==> src/rtl/shift_scheduler.sv <==
// shift_scheduler: round-robin arbiter feeding one requester's word at a time into an external shift register.
// Define SHIFT_BACK_TO_BACK_EN to grant the next word in the final-slice cycle instead of idling one cycle.
module shift_scheduler #(
  parameter int requesters = 4,
  parameter int depth = 4,
  parameter int width = 1
) (
  input  logic                                clock,
  input  logic                                reset_n,
  input  logic [requesters-1:0]               request,
  input  logic [requesters*depth*width-1:0]   data,
  input  logic                                stall,
  output logic [requesters-1:0]               grant,
  output logic                                shift_enable,
  output logic                                shift_load,
  output logic [depth*width-1:0]              shift_parallel,
  output logic [width-1:0]                    shift_serial_in,
  output logic                                serial_valid,
  output logic                                serial_last,
  output logic [requesters-1:0]               owner
);
  localparam int dw = depth * width;
  localparam int pw = requesters > 1 ? $clog2(requesters) : 1;
  localparam int cw = depth > 1 ? $clog2(depth) : 1;
  typedef enum logic {IDLE, SHIFT} state_t;
  state_t state, state_nx;
  logic [cw-1:0] cnt, cnt_nx;
  logic [pw-1:0] ptr, ptr_nx, sel, idx;
  logic [requesters-1:0] pick, owner_nx;
  logic any, last, take, adv;
  // Scan from the farthest candidate back to ptr so the nearest set bit wins.
  always_comb begin
    sel = '0;
    idx = '0;
    for (int k = requesters - 1; k >= 0; k--) begin
      idx = pw'((int'(ptr) + k) % requesters);
      if (request[idx]) sel = idx;
    end
  end
  always_comb begin
    any = |request;
    last = cnt == cw'(depth - 1);
    pick = any ? {{(requesters-1){1'b0}}, 1'b1} << sel : '0;
`ifdef SHIFT_BACK_TO_BACK_EN
    take = any & (state == IDLE | (state == SHIFT & ~stall & last));
`else
    take = any & state == IDLE;
`endif
    adv = state == SHIFT & ~stall;
    grant = reset_n & take ? pick : '0;
    shift_enable = reset_n & (take | adv);
    shift_load = reset_n & take;
    shift_parallel = reset_n & take ? data[int'(sel)*dw +: dw] : '0;
    shift_serial_in = '0;
    serial_valid = reset_n & state == SHIFT;
    serial_last = serial_valid & last;
    state_nx = take ? SHIFT : (adv & last) ? IDLE : state;
    cnt_nx = (take | (adv & last)) ? '0 : adv ? cnt + 1'b1 : cnt;
    ptr_nx = take ? (sel == pw'(requesters - 1) ? '0 : sel + 1'b1) : ptr;
    owner_nx = take ? pick : (adv & last) ? '0 : owner;
  end
  always_ff @(posedge clock) begin
    if (!reset_n) begin
      state <= IDLE;
      cnt <= '0;
      ptr <= '0;
      owner <= '0;
    end else begin
      state <= state_nx;
      cnt <= cnt_nx;
      ptr <= ptr_nx;
      owner <= owner_nx;
    end
  end
endmodule

==> config.mk <==
export PLATFORM = sky130hd
export DESIGN_NAME = shift_scheduler
export DESIGN_NICKNAME = d
export VERILOG_FILES = /design/src/rtl/shift_scheduler.sv
export SDC_FILE = /design/constraint.sdc
export NUM_CORES = 1
export LEC_CHECK = 0
export ABC_CLOCK_PERIOD_IN_PS = 1900
export BUFFER_PORTS_ARGS = -buffer_cell sky130_fd_sc_hd__buf_2
export CAP_MARGIN = 30
export CORE_MARGIN = 4
export CORE_UTILIZATION = 41
export CTS_BUF_LIST = sky130_fd_sc_hd__clkbuf_8
export CTS_CLUSTER_DIAMETER = 150
export DETAILED_ROUTE_END_ITERATION = 10
export PLACE_DENSITY = 0.86
export SYNTH_ARGS = -nofsm -noshare
export SYNTH_HDL_FRONTEND = slang
export SYNTH_SLANG_ARGS = --single-unit
==> constraint.sdc <==
create_clock -name clock -period 1.9 [get_ports clock]
set_input_delay 0.38 -clock clock [delete_from_list [all_inputs] [get_ports clock]]
set_output_delay 0.38 -clock clock [all_outputs]
set_load 0.02 [all_outputs]
==> results of run 1 <==
==> logic make-up after synthesis <==
group / after synthesis / synth area share
and+or+nand+nor: 24 / 0.184
muxes: 9 / 0.146
other: 1 / 0.00607
AOI/OAI and AO/OA: 20 / 0.204
DFF: 9 / 0.291
adders and majority gates: 2 / 0.0405
buffers and inverters: 11 / 0.113
xor gates and xnor gates: 1 / 0.0142
==> worst min path at each step <==
stage	startpoint	to	cells after the start
floorplan	cnt[1]$_SDFFE_PP0P_	cnt[1]$_SDFFE_PP0P_	2
global placement	owner[3]$_SDFFE_PN0P_	owner[3]$_SDFFE_PN0P_	1
detailed placement	owner[3]$_SDFFE_PN0P_	owner[3]$_SDFFE_PN0P_	1
CTS	owner[1]$_SDFFE_PN0P_	owner[1]$_SDFFE_PN0P_	2
global route	owner[1]$_SDFFE_PN0P_	owner[1]$_SDFFE_PN0P_	2
finish	owner[3]$_SDFFE_PN0P_	owner[3]$_SDFFE_PN0P_	1
==> routing by layer <==
metal,wire [µm],share of wire,up-vias
met5,0,0,-
met4,0,0,0
met3,249,0.11,0
met2,1080,0.49,53
met1,855,0.39,340
li1,-,-,366
==> metrics by stage <==
step                instances  hold WS, ns  setup TNS [ns]  setup slack [ns]
floorplan                  77        0.487               0            0.0383
global placement          136        0.430          -0.425            -0.112
detailed placement        136        0.444          -0.708            -0.125
CTS                       141        0.453          -0.544            -0.117
global route              143        0.469           -1.44            -0.227
finish                    143        0.456          -0.889            -0.189
==> report_power, final <==
group / leakage (nW) / total [mW] / switching, mW / internal (mW)
clock network: 0.0255 / 0.225 / 0.0812 / 0.143
logic: 0.463 / 0.481 / 0.241 / 0.239
registers: 0.0745 / 0.233 / 0.0174 / 0.216
==> cells in the final DEF, fill, tap and decap left out, drive strengths merged <==
cell    Yosys  routed
and2        1       1
mux2i       9       9
o22a        1       1
a21o        2       2
ha          2       2
o21ai       7       7
clkinv      0       1
a21oi       4       4
conb        1       1
clkbuf      0       4
inv         7       7
o22ai       5       5
nand2      10      10
a211oi      1       1
xor2        1       1
and3        2       2
or2b        1       1
dfxtp       9       9
nor4        1       1
nor2b       2       2
buf         4      50
nor2        5       5
nand2b      2       2
==> area by class of cell <==
cell class / count / area [µm²]
Multi-Input combinational cell: 57 / 465
Clock inverter: 1 / 5.00
Sequential cell: 9 / 183
Clock buffer: 3 / 41.3
Timing Repair Buffer: 51 / 372
Fill cell: 88 / 253
Inverter: 7 / 28.8
Tap cell: 15 / 18.8
==> state kept, by name, summed over array words and instances, names as in the netlist <==
register  flops
owner         4
cnt           2
ptr           2
state         1
==> critical path, stage by stage (launching register included) <==
cell and delay [ns]:
dfxtp_2 0.32, a21o_1 0.15, a21oi_1 0.12, o22a_2 0.22, clkbuf_16 0.16, mux2i_1 0.25
o22ai_2 0.11, buf_6 0.14
==> what timing repair did <==
| action | CTS | global route |
|---|---|---|
| gates resized for setup | 7 | 35 |
| pin swaps | 2 | 9 |
| setup endpoints to repair | 8 | 8 |
| gates cloned | 0 | 1 |
| setup buffers | 1 | 1 |
==> results.py, run 1 <==
metrics = {
    "grt": {
        "grt_pass1_wl_mm": 2.38,
        "met1_usage": 0.188,
        "antenna_found_initial": 0,
        "grt_max_degree": 11,
        "gr-usage-all-layers": 0.152,
        "grt_pass1_vias": 603,
        "met3_usage": 0.0613,
        "use_met2": 0.241,
        "gr-max-usage-layer": "met2",
        "grt_overflow_total": 0,
    },
    "cts": {
        "cts_made_buffers": 3,
        "cts_tree": "yes",
        "clock_latency_ns": 0.23,
        "cts_buffer_depth": 2,
        "clkSinkCount": 9,
        "cts_root_buffer": "clkbuf_8",
        "postCtsHoldBufs": 0,
        "clk_pin_slew_ns": 0.05,
        "htree_levels": 1,
    },
    "synth": {
        "synth.top_cell.area_share": 0.291,
        "async_flop_share": 0,
        "post-synth-top-area-cell": "dfxtp_1",
        "synthesis.area_um2": 618,
        "ys_seq_elements": 9,
        "yosysUniqueCellTypes": 26,
        "synth.most_common_cell": "nand2_1",
        "synth_flop_cell": "dfxtp_1",
        "synthTopCellsByCount": "10 x nand2_1, 9 x dfxtp_1, 9 x mux2i_1, 7 x inv_1",
        "syn_inst": 77,
        "yosysWarnings": 0,
        "synth_edf_count": 0,
        "syn_area_per_cell_um2": 8.03,
        "syn-num-nets": 102,
        "synthTopCellsByArea": "dfxtp_1 29%, mux2i_1 15%, nand2_1 6.1%, o22ai_1 5.1%, inv_1 4.3%",
        "seq_area_frac_synth": 0.291,
    },
    "floorplan": {
        "die-area_um2": 2190,
        "rows": 13,
        "die_h_um": 46.8,
        "io_pins": 40,
        "fp.dieW_um": 46.8,
        "core_area_um2": 1370,
        "start_util": 0.452,
    },
    "timing": {
        "setup_viol": 8,
        "fmax_mhz": 479,
        "period_minus_slack_ns": 2.09,
        "min_period_over_period": 1.10,
        "slew_headroom": 0.654,
        "maxSlewViolCount": 0,
        "tightestPinTransition_ns": 0.513,
        "fin_ws_ns": -0.189,
        "hold_viol": 0,
        "rsz0062_at_grt": "yes",
        "clock_skew_ns": 0.00560,
    },
    "routing": {
        "avgRoutedWirePerCell_um": 15.3,
        "vias_per_cell": 5.31,
        "vias": 759,
        "drtIter0Drc": 13,
        "postRouteAntennaNets": 0,
        "drt_first_pass_iters": 4,
        "remaining_drc_errors": 0,
        "drt_wl_total_mm": 2.19,
    },
    "flow_run": {
        "maxCapViolations": 0,
    },
    "pwr": {
        "power_uw": 938,
        "leakage_nw": 0.563,
        "vdd_drop_max_mv": 0.670,
        "p_per_area_nw_per_um2": 843,
    },
    "setup_path": {
        "critical_path_class": "reg -> out",
        "reg2reg_setup_slack_ns": 0.26,
        "endpoint_kind": "output pin",
        "reg2reg_to": "owner[3]$_SDFFE_PN0P_",
        "rr_startpoint": "ptr[0]$_SDFFE_PN0P_",
        "cp.arrival_ns": 1.71,
        "cp-start-kind": "flip-flop",
        "required_ns": 1.52,
        "cp-endpoint": "shift_parallel[1]",
        "cp_max_fo": 5,
        "reg2reg_depth": 8,
        "worstSetupStartpoint": "ptr[1]$_SDFFE_PN0P_",
    },
    "finish": {
        "finalInstanceArea_um2": 1110,
        "diodes": 0,
        "fin_nets": 154,
        "final_core_util": 0.815,
        "area_growth_pct": 80.2,
        "drive_gt1_frac": 0.594,
    },
    "hold_path": {
        "hold_class": "reg -> reg",
    },
    "place": {
        "gp_routability_congestion": 0.752,
        "placed_cell_area_um2": 871,
        "hpwlAfterDp_mm": 1.29,
        "io_buffers": 38,
    },
    "run_status": {
        "violations": "setup timing",
        "status": "finished with violations",
    },
}
Note: power is estimated with default switching activity, not from simulation.
==> inputs of run 2 (changes only) <==
--- a/config.mk
+++ b/config.mk
@@ -9,11 +9,11 @@
 export BUFFER_PORTS_ARGS = -buffer_cell sky130_fd_sc_hd__buf_2
 export CAP_MARGIN = 30
 export CORE_MARGIN = 4
-export CORE_UTILIZATION = 41
+export CORE_UTILIZATION = 40
 export CTS_BUF_LIST = sky130_fd_sc_hd__clkbuf_8
 export CTS_CLUSTER_DIAMETER = 150
 export DETAILED_ROUTE_END_ITERATION = 10
-export PLACE_DENSITY = 0.86
+export PLACE_DENSITY = 0.84
 export SYNTH_ARGS = -nofsm -noshare
 export SYNTH_HDL_FRONTEND = slang
 export SYNTH_SLANG_ARGS = --single-unit
==> run 2 against run 1 <==
The flow still finishes with violations (setup timing). Maximum frequency rose by 2.5%. Non-clock buffer count fell by 1. Largest cell class unchanged. Sequential power barely moved. Cell count fell by 0.70%. Clock power barely moved. Sequential share of layout area rose by 1.6 points.
==> results.py, run 2 (same netlist as run 1, synthesis figures left out) <==
metrics = {
    "run_status": {
        "status": "finished with violations",
        "violations": "setup timing",
    },
    "finish": {
        "layout_common_cells": "30 x buf_2, 15 x buf_4, 9 x nand2_1",
        "diodes": 0,
        "regMostFlops": "owner",
        "top_regs": "owner (4), cnt (2), ptr (2)",
        "instances_no_fill": 142,
        "area_growth_pct": 66.0,
        "finalInstanceArea_um2": 1030,
        "layout_commonest_cell": "buf_2",
        "fillers": 92,
        "largest_reg_flops": 4,
        "fin_nets": 153,
        "final_core_util": 0.742,
        "drive_gt1_frac": 0.520,
    },
    "routing": {
        "drt_first_pass_iters": 4,
        "remaining_drc_errors": 0,
        "drtIter0Drc": 7,
        "postRouteAntennaNets": 0,
        "vias": 763,
        "avgRoutedWirePerCell_um": 14.8,
        "vias_per_cell": 5.37,
        "drt_wl_total_mm": 2.10,
    },
    "setup_path": {
        "required_ns": 1.52,
        "cp_max_fo": 7,
        "cp.arrival_ns": 1.66,
        "reg2reg_depth": 8,
        "worstSetupStartpoint": "ptr[1]$_SDFFE_PN0P_",
        "reg2reg_to": "owner[3]$_SDFFE_PN0P_",
        "critical_path_class": "reg -> out",
        "rr_startpoint": "ptr[0]$_SDFFE_PN0P_",
        "reg2reg_setup_slack_ns": 0.32,
        "cp-start-kind": "flip-flop",
        "cp-endpoint": "shift_parallel[3]",
        "endpoint_kind": "output pin",
    },
    "grt": {
        "gr-usage-all-layers": 0.192,
        "grt_overflow_total": 0,
        "grt_pass1_wl_mm": 3.02,
        "grt_pass1_vias": 783,
        "antenna_found_initial": 0,
        "grt_max_degree": 8,
    },
    "floorplan": {
        "core_area_um2": 1380,
        "io_pins": 40,
        "start_util": 0.447,
        "die-area_um2": 2240,
        "die_h_um": 47.3,
        "rows": 13,
        "fp.dieW_um": 47.3,
    },
    "timing": {
        "rsz0062_at_grt": "yes",
        "fin_ws_ns": -0.138,
        "clock_skew_ns": 0.00815,
        "fmax_mhz": 491,
        "hold_ws_ns": 0.440,
        "setup_viol": 6,
        "min_period_over_period": 1.07,
        "period_minus_slack_ns": 2.04,
        "hold_viol": 0,
        "maxSlewViolCount": 0,
    },
    "place": {
        "io_buffers": 38,
        "dp_cells": 136,
        "hpwlAfterDp_mm": 1.36,
        "placed_cell_area_um2": 858,
        "gp_routability_congestion": 0.741,
    },
    "flow_run": {
        "maxCapViolations": 0,
    },
    "cts": {
        "cts_made_buffers": 3,
        "cts_buffer_depth": 2,
        "clk_pin_slew_ns": 0.05,
        "clock_latency_ns": 0.24,
        "htree_levels": 1,
        "cts_tree": "yes",
        "clkSinkCount": 9,
        "cts_root_buffer": "clkbuf_8",
    },
    "pwr": {
        "p_per_area_nw_per_um2": 834,
        "leakage_nw": 0.546,
        "vdd_drop_max_mv": 0.570,
    },
    "hold_path": {
        "hold_class": "reg -> reg",
    },
}
run 2: cell count changes in the layout (fill, tap and decap cells not counted), sizes merged:
cell	change
clkinv	-1
inv	+1
clkbuf	-1
run 2: worst max-delay path, stage by stage, from the launching register on:
cell	delay [ns]
dfxtp_2	0.32
a21o_1	0.15
a21oi_2	0.11
o22a_1	0.21
buf_6	0.17
mux2i_1	0.22
o22ai_2	0.10
buf_6	0.14
run 2: worst min-delay path by stage:
stage	startpoint	endpoint	depth (start not counted)
after floorplan	cnt[1]$_SDFFE_PP0P_	cnt[1]$_SDFFE_PP0P_	2
after global placement	owner[3]$_SDFFE_PN0P_	owner[3]$_SDFFE_PN0P_	1
after detailed placement	owner[3]$_SDFFE_PN0P_	owner[3]$_SDFFE_PN0P_	1
after CTS	owner[3]$_SDFFE_PN0P_	owner[3]$_SDFFE_PN0P_	1
after global routing	owner[3]$_SDFFE_PN0P_	owner[3]$_SDFFE_PN0P_	1
final	owner[3]$_SDFFE_PN0P_	owner[3]$_SDFFE_PN0P_	1
run 2: metal layers:
metal | global-route usage | share of wire
met1 | 0.220 | 0.37
met2 | 0.321 | 0.48
met3 | 0.0383 | 0.084
met4 | 0.122 | 0.058
met5 | 0 | 0
run 2: stage by stage:
stage / setup WS, ns / TNS, ns / total power, mW
finish: -0.138 / -0.535 / 0.855
global route: -0.216 / -1.12 / 0.895
CTS: -0.124 / -0.512 / 0.798
detailed placement: -0.146 / -0.728 / 0.550
global placement: -0.101 / -0.447 / 0.542
floorplan: 0.0383 / 0 / 0.450
run 2: power by group:
group | switching, mW | internal [mW]
logic | 0.210 | 0.188
clock network | 0.0824 | 0.141
registers | 0.0178 | 0.216
total | 0.310 | 0.546
run 2: layout make-up:
cell class	instances	area [µm²]	area share
repair buffers	50	319	0.311
clock buffers	3	41.3	0.0402
flip-flops and latches	9	185	0.180
well taps	15	18.8	0.0183
multi-input cells	57	432	0.421
clock inverters	1	3.75	0.00366
inverters	7	26.3	0.0256
run 2: repair_timing:
item                       CTS  global route
pin swaps                    2             7
buffers inserted             1             1
setup endpoints to repair    8            10
resized for setup            8            21
gates cloned                 0             0
hold buffers                 0             0
hold endpoints to repair     0             0
==> inputs of run 3 (changes only) <==
--- a/config.mk
+++ b/config.mk
@@ -6,14 +6,14 @@
 export NUM_CORES = 1
 export LEC_CHECK = 0
 export ABC_CLOCK_PERIOD_IN_PS = 1900
-export BUFFER_PORTS_ARGS = -buffer_cell sky130_fd_sc_hd__buf_2
 export CAP_MARGIN = 30
 export CORE_MARGIN = 4
 export CORE_UTILIZATION = 40
 export CTS_BUF_LIST = sky130_fd_sc_hd__clkbuf_8
 export CTS_CLUSTER_DIAMETER = 150
 export DETAILED_ROUTE_END_ITERATION = 10
-export PLACE_DENSITY = 0.84
+export DONT_BUFFER_PORTS = 1
+export PLACE_DENSITY = 0.62
 export SYNTH_ARGS = -nofsm -noshare
 export SYNTH_HDL_FRONTEND = slang
 export SYNTH_SLANG_ARGS = --single-unit
==> run 3 against run 2 <==
The run still ends with setup timing left. Sequential power rose by 6%. Die area stayed put. Maximum frequency about the same. Core utilization fell by 14 points. Setup slack worse by 0.00077 ns. Cell count down 24%. Hold slack worse by 0.030 ns. Sequential cell count did not move. Design area down 19%. Clock power decreased by 5%. Critical endpoint is now shift_parallel[0]. Via count fell by 22%. Sequential share of layout area grew 3.8 points.
==> results.py, run 3 (same netlist as run 1, synthesis figures left out) <==
metrics = {
    "setup_path": {
        "cp_slowest_stage_delay_ns": 0.32,
        "rr_startpoint": "ptr[1]$_SDFFE_PN0P_",
        "critical_path.top_delay_family": "compound AO/OA/AOI/OAI gates",
        "reg2reg_to": "owner[3]$_SDFFE_PN0P_",
        "cp_max_fo": 6,
        "slowest_stage": "dfxtp_2",
        "cp-start-kind": "flip-flop",
        "reg2reg_depth": 7,
        "cp.arrival_ns": 1.66,
        "crit_chain": "a21o_1 > a21oi_2 > o22a_2 > buf_12 > mux2i_2 > o22ai_1 > buf_4",
        "critPathBufInv": 2,
        "reg2reg_setup_slack_ns": 0.36,
        "required_ns": 1.52,
        "critical_path_class": "reg -> out",
        "endpoint_kind": "output pin",
    },
    "cts": {
        "clkSinkCount": 9,
        "cts_root_buffer": "clkbuf_8",
        "cts_tree": "yes",
        "clock_latency_ns": 0.23,
        "htree_levels": 1,
        "cts_made_buffers": 3,
        "postCtsHoldBufs": 0,
        "clk_pin_slew_ns": 0.04,
        "cts_buffer_depth": 2,
    },
    "place": {
        "place_ws_ns": -0.0189,
        "io_buffers": 0,
        "hpwlAfterDp_mm": 1.16,
        "gp_routability_congestion": 0.682,
    },
    "hold_path": {
        "min-delay-start": "reset_n",
        "holdPathStages": 3,
        "hold_class": "in -> reg",
        "whs_endpoint": "state$_SDFFE_PN0P_",
    },
    "grt": {
        "grt_pass1_vias": 556,
        "grt_pass1_wl_mm": 2.19,
        "grt_overflow_total": 0,
        "grt_max_degree": 12,
        "antenna_found_initial": 0,
        "gr-usage-all-layers": 0.140,
    },
    "timing": {
        "tightestPinTransition_ns": 0.642,
        "rsz0062_at_grt": "yes",
        "slew_headroom": 0.567,
        "setup_viol": 6,
        "clock_skew_ns": 0.00263,
        "setup-tns-final_ns": -0.649,
        "fmax_mhz": 491,
        "fin_ws_ns": -0.138,
        "period_minus_slack_ns": 2.04,
        "hold_viol": 0,
        "maxSlewViolCount": 0,
        "min_period_over_period": 1.07,
    },
    "floorplan": {
        "die-area_um2": 2240,
        "fp.dieW_um": 47.3,
        "core_area_um2": 1380,
        "io_pins": 40,
        "start_util": 0.447,
        "die_h_um": 47.3,
        "rows": 13,
    },
    "finish": {
        "multi_input_area_um2": 402,
        "layout_common_cells": "12 x buf_4, 9 x nand2_1, 8 x mux2i_1",
        "fin_nets": 119,
        "register_area_um2": 183,
        "area_growth_pct": 35.2,
        "top_regs": "owner (4), cnt (2), ptr (2)",
        "layout_commonest_cell": "buf_4",
        "regMostFlops": "owner",
        "diodes": 0,
        "largest_reg_flops": 4,
        "fillers": 119,
        "drive_gt1_frac": 0.344,
    },
    "routing": {
        "drt_wl_total_mm": 1.51,
        "vias": 596,
        "drtIter0Drc": 5,
        "avgRoutedWirePerCell_um": 14.0,
        "vias_per_cell": 5.52,
        "remaining_drc_errors": 0,
        "postRouteAntennaNets": 0,
        "drt_first_pass_iters": 4,
    },
    "flow_run": {
        "maxCapViolations": 0,
    },
    "pwr": {
        "leakage_nw": 0.399,
        "vdd_drop_max_mv": 0.356,
        "p_per_area_nw_per_um2": 949,
    },
    "run_status": {
        "violations": "setup timing",
        "status": "finished with violations",
    },
}
[run 3: layer usage]
metal / track usage / vias to the layer above / wire [µm]
met5: 0 / - / 0
met4: 0.0663 / 0 / 10
met3: 0.0651 / 2 / 165
met2: 0.238 / 34 / 774
met1: 0.144 / 267 / 559
li1: - / 293 / -
[run 3: worst max path at each step]
stage	startpoint	endpoint	slack [ns]	cells past startpoint
detailed placement	request[0]	shift_parallel[0]	-0.02	7
finish	ptr[1]$_SDFFE_PN0P_	shift_parallel[0]	-0.14	7
global route	ptr[1]$_SDFFE_PN0P_	shift_parallel[0]	-0.22	7
CTS	ptr[1]$_SDFFE_PN0P_	shift_parallel[0]	-0.13	7
floorplan	request[0]	shift_parallel[0]	0.04	7
global placement	request[0]	shift_parallel[2]	0.05	7
[run 3: per-stage QoR]
stage	area, µm²	hold WS, ns	total power [mW]	util	std cells
6_report	836	0.410	0.793	0.605	108
5_1_grt	836	0.423	0.845	0.605	108
4_1_cts	777	0.403	0.754	0.562	106
3_5_place_dp	703	0.521	0.516	0.509	101
3_3_place_gp	703	0.500	0.512	0.509	101
2_1_floorplan	618	0.487	0.450	-	77
[run 3: where the power goes]
part	total [mW]	switching [mW]	internal (mW)	leakage, nW
Sequential	0.248	0.0319	0.216	0.0745
Combinational	0.333	0.163	0.169	0.298
Clock	0.213	0.0723	0.140	0.0269
Total	0.793	0.267	0.526	0.399
[run 3: worst min-delay path, cell delays in order]
cell and delay (ns):
nand2_1 0.05, buf_4 0.14, nand2_1 0.04
[run 3: timing repair]
item,CTS,global route
pin swaps,1,7
cloned,0,1
gates resized for setup,8,9
endpoints found under the hold margin,0,0
buffers inserted,1,1
endpoints found under the setup margin,8,8
[run 3: area by class of cell]
type,count,area share
inverters,7,0.0314
repair buffers,16,0.193
well taps,15,0.0225
clock buffers,3,0.0494
multi-input cells,57,0.481
flip-flops and latches,9,0.219
clock inverters,1,0.00449
